**src/rtl/writeback_buffer.sv**
```systemverilog
// writeback_buffer: in-order result queue feeding the register-file write port.
// Defining WB_BYPASS_EN adds two combinational lookup ports over pending results.
module writeback_buffer #(
   parameter int DEPTH  = 4,
   parameter int DATA_W = 8,
   parameter int ADDR_W = 3
) (
   input  logic                       clk,
   input  logic                       rst,
   input  logic                       in_valid,
   output logic                       in_ready,
   input  logic [ADDR_W-1:0]          in_reg,
   input  logic [DATA_W-1:0]          in_data,
   input  logic                       wr_stall,
   output logic                       wr_en,
   output logic [ADDR_W-1:0]          wr_reg,
   output logic [DATA_W-1:0]          wr_data,
   output logic [$clog2(DEPTH+1)-1:0] count,
   output logic                       empty,
   output logic                       full
`ifdef WB_BYPASS_EN
   ,
   input  logic [ADDR_W-1:0]          lk_reg1,
   input  logic [ADDR_W-1:0]          lk_reg2,
   output logic                       lk_hit1,
   output logic                       lk_hit2,
   output logic [DATA_W-1:0]          lk_dat1,
   output logic [DATA_W-1:0]          lk_dat2
`endif
);

   localparam int PTR_W = $clog2(DEPTH);
   localparam int CNT_W = $clog2(DEPTH+1);

   logic [ADDR_W-1:0] reg_mem  [DEPTH];
   logic [DATA_W-1:0] data_mem [DEPTH];
   logic [PTR_W-1:0]  head;
   logic [PTR_W-1:0]  tail;
   logic              push;
   logic              store;
   logic              pop;

   // Status decodes only from registered count, so in_ready never depends on in_valid.
   assign full     = (count == CNT_W'(DEPTH));
   assign empty    = (count == '0);
   assign in_ready = !full;

   // Writes to R0 complete the handshake but are discarded.
   assign push  = in_valid && in_ready;
   assign store = push && (in_reg != '0);
   assign pop   = !empty && !wr_stall;

   // NOTE: sequential state uses non-blocking assignments so every register samples pre-edge values.
   always_ff @(posedge clk or posedge rst) begin
      if (rst) begin
         head    <= '0;
         tail    <= '0;
         count   <= '0;
         wr_en   <= 1'b0;
         wr_reg  <= '0;
         wr_data <= '0;
      end else begin
         if (store)
            tail <= tail + PTR_W'(1);
         if (pop) begin
            head    <= head + PTR_W'(1);
            wr_reg  <= reg_mem[head];
            wr_data <= data_mem[head];
         end
         wr_en <= pop;
         count <= count + CNT_W'(store) - CNT_W'(pop);
      end
   end

   // NOTE: storage is deliberately not reset; count alone decides which slots are valid.
   always_ff @(posedge clk) begin
      if (store) begin
         reg_mem[tail]  <= in_reg;
         data_mem[tail] <= in_data;
      end
   end

`ifdef WB_BYPASS_EN
   // Scan order gives priority: output register lowest, then FIFO oldest to newest.
   function automatic logic [DATA_W:0] lookup(input logic [ADDR_W-1:0] key);
      logic             hit;
      logic [DATA_W-1:0] dat;
      logic [PTR_W-1:0] idx;
      // NOTE: every local gets a default before any conditional update, so no latch is inferred.
      hit = 1'b0;
      dat = '0;
      idx = '0;
      if (wr_en && (wr_reg == key)) begin
         hit = 1'b1;
         dat = wr_data;
      end
      for (int i = 0; i < DEPTH; i++) begin
         idx = head + PTR_W'(i);
         if ((CNT_W'(i) < count) && (reg_mem[idx] == key)) begin
            hit = 1'b1;
            dat = data_mem[idx];
         end
      end
      if (key == '0) begin
         hit = 1'b0;
         dat = '0;
      end
      return {hit, dat};
   endfunction

   always_comb begin
      {lk_hit1, lk_dat1} = lookup(lk_reg1);
      {lk_hit2, lk_dat2} = lookup(lk_reg2);
   end
`endif

endmodule

```
**config.mk**
```make
export PLATFORM = sky130hd
export DESIGN_NAME = writeback_buffer
export DESIGN_NICKNAME = d
export VERILOG_FILES = /design/src/rtl/writeback_buffer.sv
export SDC_FILE = /design/constraint.sdc
export NUM_CORES = 1
export LEC_CHECK = 0
export CORE_UTILIZATION = 25
export CTS_BUF_LIST = sky130_fd_sc_hd__clkbuf_8 sky130_fd_sc_hd__clkbuf_16
export DETAILED_ROUTE_END_ITERATION = 8
export GPL_TIMING_DRIVEN = 0
export SYNTH_ARGS = -nofsm -noshare
export SYNTH_HDL_FRONTEND = slang
export SYNTH_SLANG_ARGS = --single-unit
```
**constraint.sdc**
```tcl
create_clock -name clk -period 2.5 [get_ports clk]
set_input_delay 0.5 -clock clk [delete_from_list [all_inputs] [get_ports clk]]
set_output_delay 0.5 -clock clk [all_outputs]
set_load 0.005 [all_outputs]
```
==> results of run 1 <==
[cells by family (layout without fill, tap and decap cells)]
family,count (synthesis),after routing
AOI/OAI and AO/OA,1,1
DFF,63,63
buffers and inverters,11,59
xor gates and xnor gates,5,5
and+or+nand+nor,8,8
adders and majority gates,7,7
muxes,23,23
[layer usage]
| metal | GRT usage | vias up |
|---|---|---|
| met2 | 0.152 | 27 |
| met4 | 0.0758 | 0 |
| met5 | 0 | - |
| met1 | 0.112 | 591 |
| met3 | 0.0233 | 7 |
| li1 | - | 536 |
[stage by stage]
step                      setup TNS [ns]   util  setup slack (ns)
after global routing                   0  0.335            0.0340
after floorplan                        0      -             0.298
after CTS                              0  0.333            0.0584
final                                  0  0.335             0.143
after detailed placement          -0.304  0.307            -0.217
after global placement            -0.244  0.307            -0.186
[report_power, final]
part           internal (mW)  switching, mW
clock                  0.758          0.391
combinational          0.748          0.446
sequential              1.43          0.162
total                   2.93          0.999
[cell type report]
type                    count  area, sq um
flip-flops and latches     63         1800
clock inverters             7          136
well taps                 133          166
fillers                   960         6470
plain buffers               3         27.5
inverters                   8         30.0
repair buffers             32          320
clock buffers               9          124
multi-input cells          44          659
[cell usage after synthesis (all sizes together)]
cell and n:
or3b 1, dfrtp 19, inv 8, fa 1, ha 6, edfxtp 44, nor3b 1, buf 3
mux2 12, nor3 1, o311a 1, mux4 11, nor2 1, and2 4, xor2 2, xnor2 3
[worst max path at each step]
stage                       startpoint                  to  cells after the start
finish                       in_reg[1]  count[2]$_DFF_PP0_                      9
global route        count[2]$_DFF_PP0_  count[2]$_DFF_PP0_                      9
CTS                 count[1]$_DFF_PP0_  count[2]$_DFF_PP0_                      9
detailed placement            wr_stall  count[2]$_DFF_PP0_                      9
global placement              wr_stall  count[2]$_DFF_PP0_                      9
floorplan           count[1]$_DFF_PP0_  count[2]$_DFF_PP0_                      9
==> results.sh, run 1 <==
export IMPL_status="complete, no violations"
export IMPL_hold_depth=1
export IMPL_final_cells=299
export IMPL_grt_pass1_vias=1242
export IMPL_rows=36
export IMPL_clk_latency_ns=0.34
export IMPL_final_common_cell="edfxtp_1"
export IMPL_cpPeakStageDelay_ns=0.58
export IMPL_most_common_layout_cells="44 x edfxtp_1, 32 x clkdlybuf4s50_1, 18 x dfrtp_1"
export IMPL_dieHeight_um=102
export IMPL_crit_type="in2reg"
export IMPL_synth_area_mux_share=0.171
export IMPL_crit_buf_inv=3
export IMPL_synth_cell_area_sq_um=2500
export IMPL_hpwlAfterDp_mm=2.73
export IMPL_finalMaxSlewViolations=0
export IMPL_met2WireLength_mm=2.27
export IMPL_wl_met3_um=211
export IMPL_crit_top_cell="ha_1"
export IMPL_initial_core_util=0.257
export IMPL_r2r_end="count[2]$_DFF_PP0_"
export IMPL_dp_cells=283
export IMPL_die_width_um=102
export IMPL_cts_buffers=9
export IMPL_worstHoldStart="wr_data[4]$_DFFE_PP0P_"
export IMPL_area_growth_pct=30.7
export IMPL_synthDistinctLibCells=21
export IMPL_cts_tree="done"
export IMPL_antenna_found_initial=0
export IMPL_power_leakage_nw=1.21
export IMPL_drc_errors=0
export IMPL_largest_register="data_mem"
export IMPL_ioPinCount=33
export IMPL_portBuffers=32
export IMPL_nets=183
export IMPL_worst_setup_path_start_kind="input pin"
export IMPL_worst_ep_arrival_time_ns=2.58
export IMPL_cts_htree_levels=3
export IMPL_relSlewSlack=0.454
export IMPL_min_period_ns=2.36
export IMPL_largest_reg_flops=32
export IMPL_drive_above_1_share=0.259
export IMPL_die_area_sq_um=10400
export IMPL_num_vias=1161
export IMPL_grt_pass1_wl_mm=6.84
export IMPL_finalCritPeriodShare=0.943
export IMPL_rsz0062_at_grt="no"
export IMPL_critPathTopFamily="adder cells"
export IMPL_diodes=0
export IMPL_clock_sinks=63
export IMPL_worst_pin_slew_ns=0.818
export IMPL_gp_congestion=0.619
export IMPL_synth_fa_ha_area_frac=0.0381
export IMPL_hold_end="wr_data[4]$_DFFE_PP0P_"
export IMPL_fin_skew_ns=0.00832
export IMPL_min_delay_path_class="reg2reg"
export IMPL_setup_viol=0
export IMPL_ys_seq_area_frac=0.720
export IMPL_critical_path_required_ns=2.73
export IMPL_postPlaceCellArea_sq_um=2980
export IMPL_r2r_cells=9
export IMPL_synth_top_family_by_area="multiplexers"
export IMPL_pwr_density_cell_nw_per_um2=1210
export IMPL_ctsHoldBuffers=0
export IMPL_syn_avg_cell_area_sq_um=21.2
export IMPL_yosys_area_share_xor_xnor=0.0175
export IMPL_rrSetupSlack_ns=0.15
export IMPL_synth_top_area_share=0.529
export IMPL_slowest_stage="clkdlybuf4s50_1"
export IMPL_ys_ff_latch=63
export IMPL_wirelength_mm=4.32
export IMPL_ant_nets=0
export IMPL_max_freq_mhz=424
export IMPL_critical_path_peak_fanout=7
export IMPL_path_clk_slew_ns=0.07
export IMPL_synthSimpleGateAreaFrac=0.0231
export IMPL_wl_met1_mm=1.80
export IMPL_core_area_sq_um=9730
export IMPL_yosysWarnings=0
export IMPL_yosysTopAreaCell="edfxtp_1"
export IMPL_avgViaCountPerCell=3.88
export IMPL_drt_iter0_drc=43
export IMPL_gr_usage_all_layers=0.0959
export IMPL_grt_max_degree=20
export IMPL_synth_compound_area_share=0.00852
export IMPL_syn_inst=118
export IMPL_crit_chain="clkdlybuf4s50_1 > o311a_4 > inv_2 > ha_1 > inv_1 > ha_1 > fa_1 > xnor2_2 > xnor2_1"
export IMPL_design_area_sq_um=3260
export IMPL_end_kind="flip-flop"
export IMPL_hold_ws_ns=0.506
export IMPL_synth_top_cells_by_area="edfxtp_1 53%, dfrtp_1 19%, mux4_2 7.2%, mux2_4 5.4%, mux4_1 3.2%"
export IMPL_ctsResizeCount=0
export IMPL_root_buffer="clkbuf_8"
export IMPL_synth_nets=140
export IMPL_reg_top3="data_mem x32, reg_mem x12, wr_data x8"
export IMPL_cts_setup_buffers=0
export IMPL_clock_path_buffers=2
export IMPL_wire_per_inst_um=14.4
export IMPL_drtPass1Iterations=4
export IMPL_r2r_start="count[2]$_DFF_PP0_"
export IMPL_grt_overflow=0
export IMPL_max_cap_violations=0
export IMPL_dr_max_layer_used="met4"
export IMPL_hold_viol=0
export IMPL_fin_total_pwr_mw=3.93
export IMPL_ir_worst_vdd_uv=300
(Power assumes the default switching activity.)
==> inputs of run 2 (changes only) <==
Settings changed: CORE_ASPECT_RATIO set to 1.5.
==> results.sh, run 2 (same netlist as run 1, synthesis figures left out) <==
export IMPL_critPathTopFamily="adder cells"
export IMPL_max_cap_violations=0
export IMPL_ioPinCount=33
export IMPL_path_clk_slew_ns=0.06
export IMPL_crit_type="reg2reg"
export IMPL_clock_sinks=63
export IMPL_worst_ep_arrival_time_ns=2.59
export IMPL_design_area_sq_um=3280
export IMPL_final_setup_worst_slack_ns=0.163
export IMPL_end_kind="flip-flop"
export IMPL_grt_pass1_wl_mm=7.11
export IMPL_nets=183
export IMPL_rrSetupSlack_ns=0.16
export IMPL_worstHoldStart="wr_data[5]$_DFFE_PP0P_"
export IMPL_met2WireLength_mm=2.22
export IMPL_min_delay_path_class="reg2reg"
export IMPL_num_vias=1169
export IMPL_rsz0062_at_grt="no"
export IMPL_critical_path_peak_fanout=11
export IMPL_diodes=0
export IMPL_worst_setup_path_start_kind="flip-flop"
export IMPL_r2r_end="count[2]$_DFF_PP0_"
export IMPL_drtPass1Iterations=3
export IMPL_fin_util=0.339
export IMPL_drc_errors=0
export IMPL_hpwlAfterDp_mm=2.89
export IMPL_slowest_stage="dfrtp_1"
export IMPL_r2r_start="count[2]$_DFF_PP0_"
export IMPL_core_area_sq_um=9690
export IMPL_most_common_layout_cells="44 x edfxtp_1, 32 x clkdlybuf4s50_1, 19 x dfrtp_1"
export IMPL_hold_viol=0
export IMPL_drive_above_1_share=0.241
export IMPL_finalCritPeriodShare=0.935
export IMPL_area_growth_pct=31.5
export IMPL_postPlaceCellArea_sq_um=2960
export IMPL_reg_top3="data_mem x32, reg_mem x12, wr_data x8"
export IMPL_gr_usage_all_layers=0.0956
export IMPL_clock_path_buffers=2
export IMPL_crit_chain="nor3_4 > nor2_2 > buf_4 > ha_1 > inv_1 > ha_1 > fa_1 > xnor2_1 > xnor2_1"
export IMPL_ir_worst_vdd_uv=473
export IMPL_die_area_sq_um=10400
export IMPL_antenna_found_initial=0
export IMPL_root_buffer="clkbuf_16"
export IMPL_hold_ws_ns=0.511
export IMPL_pwr_density_cell_nw_per_um2=1240
export IMPL_wl_met1_mm=1.79
export IMPL_relSlewSlack=0.439
export IMPL_r2r_cells=9
export IMPL_largest_register="data_mem"
export IMPL_die_width_um=83.6
export IMPL_grt_pass1_vias=1328
export IMPL_fin_skew_ns=0.00921
export IMPL_power_leakage_nw=1.23
export IMPL_portBuffers=32
export IMPL_wire_per_inst_um=15.6
export IMPL_critical_path_required_ns=2.75
export IMPL_dieHeight_um=124
export IMPL_initial_core_util=0.258
export IMPL_max_freq_mhz=428
export IMPL_setup_viol=0
export IMPL_pre_cts_slack_ns=-0.309
export IMPL_rows=44
export IMPL_clk_latency_ns=0.33
export IMPL_n_fill_cell=922
export IMPL_cts_htree_levels=3
export IMPL_dr_max_layer_used="met4"
export IMPL_wl_met3_um=230
export IMPL_grt_overflow=0
export IMPL_min_period_ns=2.34
export IMPL_cts_buffers=9
export IMPL_cts_tree="done"
export IMPL_status="complete, no violations"
export IMPL_hold_end="wr_data[5]$_DFFE_PP0P_"
export IMPL_worst_pin_slew_ns=0.841
export IMPL_largest_reg_flops=32
export IMPL_crit_buf_inv=2
export IMPL_ctsHoldBuffers=0
export IMPL_grt_max_degree=20
export IMPL_finalMaxSlewViolations=0
export IMPL_gp_congestion=0.636
export IMPL_hold_depth=1
export IMPL_avgViaCountPerCell=4.16
export IMPL_ant_nets=0
export IMPL_final_common_cell="edfxtp_1"
export IMPL_drt_iter0_drc=74
export IMPL_cpPeakStageDelay_ns=0.44
export IMPL_wirelength_mm=4.38
==> run 2: report_power, final <==
group,switching [mW],internal (mW)
Combinational,0.450,0.736
Clock,0.413,0.884
Sequential,0.157,1.43
==> run 2: metrics by stage <==
stage / power [mW] / TNS (ns) / cells
floorplan: 2.30 / 0 / 118
global placement: 2.76 / -0.365 / 265
detailed placement: 2.81 / -0.501 / 265
CTS: 4.12 / 0 / 281
global route: 4.30 / 0 / 281
finish: 4.07 / 0 / 281
==> run 2: worst max-delay path by stage <==
stage	cells after the start	from	slack (ns)	to
floorplan	9	count[1]$_DFF_PP0_	0.30	count[2]$_DFF_PP0_
global placement	9	wr_stall	-0.25	count[2]$_DFF_PP0_
detailed placement	9	wr_stall	-0.31	count[2]$_DFF_PP0_
CTS	9	wr_stall	0.04	count[2]$_DFF_PP0_
global route	9	count[2]$_DFF_PP0_	0.008	count[2]$_DFF_PP0_
finish	9	count[2]$_DFF_PP0_	0.16	count[2]$_DFF_PP0_
==> run 2: final cells by class <==
cell class | instances | area (sq um) | area share
clock inverter | 6 | 75.1 | 0.0229
timing repair buffer | 32 | 320 | 0.0976
tap | 115 | 144 | 0.0438
sequential | 63 | 1800 | 0.547
inverter | 8 | 30.0 | 0.00915
multi-input combinational | 44 | 654 | 0.199
clock buffer | 10 | 239 | 0.0728
buffer | 3 | 23.8 | 0.00724
==> run 2: what timing repair did <==
item,4_1_cts,5_1_grt
buffers inserted,0,0
gates resized for setup,0,2
endpoints found under the setup margin,0,1
==> run 2: per-layer routing <==
metal / track usage / up-vias
li1: - / 541
met5: 0 / -
met4: 0.0568 / 0
met1: 0.102 / 588
met3: 0.0371 / 10
met2: 0.158 / 30
==> inputs of run 3 (changes only) <==
Clock period 2.5 ns to 2.9 ns, I/O delays scaled along.
==> results.sh, run 3 (same netlist as run 1, synthesis figures left out) <==
export IMPL_final_common_cell="edfxtp_1"
export IMPL_ir_worst_vdd_uv=407
export IMPL_cts_buffers=9
export IMPL_max_cap_violations=0
export IMPL_dieHeight_um=124
export IMPL_crit_chain="clkdlybuf4s50_1 > nor2_1 > buf_4 > ha_1 > inv_1 > ha_1 > fa_1 > xnor2_1 > xnor2_1"
export IMPL_p_sw_mw=0.873
export IMPL_r2r_start="count[1]$_DFF_PP0_"
export IMPL_grt_max_degree=20
export IMPL_ctsResizeCount=0
export IMPL_rrSetupSlack_ns=0.48
export IMPL_die_area_sq_um=10400
export IMPL_grt_overflow=0
export IMPL_most_common_layout_cells="44 x edfxtp_1, 32 x clkdlybuf4s50_1, 19 x dfrtp_1"
export IMPL_clock_path_buffers=2
export IMPL_grt_pass1_vias=1328
export IMPL_cts_tree="done"
export IMPL_finalMaxSlewViolations=0
export IMPL_worst_pin_slew_ns=0.838
export IMPL_pwr_density_cell_nw_per_um2=1070
export IMPL_power_frac_comb=0.291
export IMPL_gp_congestion=0.636
export IMPL_setup_viol=0
export IMPL_cpPeakStageDelay_ns=0.44
export IMPL_cts_htree_levels=3
export IMPL_min_delay_path_class="reg2reg"
export IMPL_path_clk_slew_ns=0.05
export IMPL_slowest_stage="clkdlybuf4s50_1"
export IMPL_avgViaCountPerCell=4.17
export IMPL_finalCritPeriodShare=0.857
export IMPL_power_leakage_nw=1.22
export IMPL_num_vias=1171
export IMPL_r2r_end="count[2]$_DFF_PP0_"
export IMPL_clock_sinks=63
export IMPL_hpwlAfterDp_mm=2.89
export IMPL_crit_type="in2reg"
export IMPL_r2r_cells=9
export IMPL_largest_register="data_mem"
export IMPL_seq_power_share=0.389
export IMPL_critPathTopFamily="buffers and inverters"
export IMPL_hold_depth=1
export IMPL_ctsHoldBuffers=0
export IMPL_critical_path_peak_fanout=11
export IMPL_core_area_sq_um=9690
export IMPL_antenna_found_initial=0
export IMPL_worst_setup_path_start_kind="input pin"
export IMPL_path_depth=9
export IMPL_pre_cts_slack_ns=0.0115
export IMPL_n_fill_cell=926
export IMPL_intPower_mw=2.63
export IMPL_hold_viol=0
export IMPL_nets=183
export IMPL_clk_latency_ns=0.33
export IMPL_worstHoldStart="wr_data[5]$_DFFE_PP0P_"
export IMPL_setup_tns_ns=0
export IMPL_drtPass1Iterations=3
export IMPL_clockPowerShare=0.320
export IMPL_area_growth_pct=31.2
export IMPL_cts_setup_buffers=0
export IMPL_fin_skew_ns=0.00907
export IMPL_largest_reg_flops=32
export IMPL_root_buffer="clkbuf_16"
export IMPL_wire_per_inst_um=15.6
export IMPL_wirelength_mm=4.38
export IMPL_die_width_um=83.6
export IMPL_rsz0062_at_grt="no"
export IMPL_drc_errors=0
export IMPL_portBuffers=32
export IMPL_max_freq_mhz=403
export IMPL_status="complete, no violations"
export IMPL_final_setup_worst_slack_ns=0.416
export IMPL_grt_pass1_wl_mm=7.11
export IMPL_critical_path_required_ns=3.15
export IMPL_ant_nets=0
export IMPL_relSlewSlack=0.441
export IMPL_min_period_ns=2.48
export IMPL_ioPinCount=33
export IMPL_hold_end="wr_data[5]$_DFFE_PP0P_"
export IMPL_worst_ep_arrival_time_ns=2.73
export IMPL_drive_above_1_share=0.235
export IMPL_diodes=0
export IMPL_end_kind="flip-flop"
export IMPL_gr_usage_all_layers=0.0956
export IMPL_crit_buf_inv=3
export IMPL_drt_iter0_drc=73
export IMPL_rows=44
export IMPL_sw_frac_of_total=0.250
export IMPL_reg_top3="data_mem x32, reg_mem x12, wr_data x8"
export IMPL_initial_core_util=0.258
[run 3: cell count changes in the layout (fill, tap and decap cells not counted)]
cell	change
nor2_1	+1
nor2_2	-1
nor3_2	+1
nor3_4	-1
[run 3: metrics by stage]
stage / instances / util / power [mW] / area [sq um] / hold slack [ns]
finish: 281 / 0.338 / 3.50 / 3270 / 0.511
global route: 281 / 0.338 / 3.70 / 3270 / 0.530
CTS: 281 / 0.338 / 3.55 / 3270 / 0.513
detailed placement: 265 / 0.306 / 2.42 / 2960 / 0.495
global placement: 265 / 0.306 / 2.38 / 2960 / 0.495
floorplan: 118 / - / 1.98 / 2500 / 0.505
[run 3: final cells by class]
cell class | count | area [sq um] | area share
Clock inverter | 6 | 75.1 | 0.0229
Sequential cell | 63 | 1800 | 0.549
Inverter | 8 | 30.0 | 0.00917
Clock buffer | 10 | 239 | 0.0730
Tap cell | 115 | 144 | 0.0439
Timing Repair Buffer | 32 | 320 | 0.0978
Buffer | 3 | 23.8 | 0.00726
Multi-Input combinational cell | 44 | 646 | 0.197
[run 3: worst max path at each step]
stage                             startpoint            endpoint  slack, ns
after floorplan           count[1]$_DFF_PP0_  count[2]$_DFF_PP0_       0.70
after global placement              wr_stall  count[2]$_DFF_PP0_       0.07
after detailed placement            wr_stall  count[2]$_DFF_PP0_       0.01
after CTS                           wr_stall  count[2]$_DFF_PP0_       0.36
after global routing                wr_stall  count[2]$_DFF_PP0_       0.26
final                               wr_stall  count[2]$_DFF_PP0_       0.42
[run 3: metal layers]
layer,track usage,wire [um]
met1,0.102,1800
met2,0.158,2230
met3,0.0371,230
met4,0.0568,129
met5,0,0
[run 3: power groups by stage]
stage | Sequential, mW | Clock, mW | Combinational (mW)
detailed placement | 1.38 | 0 | 1.04
global route | 1.40 | 1.19 | 1.12
CTS | 1.37 | 1.14 | 1.05
finish | 1.36 | 1.12 | 1.02
floorplan | 1.35 | 0 | 0.629
global placement | 1.37 | 0 | 1.01
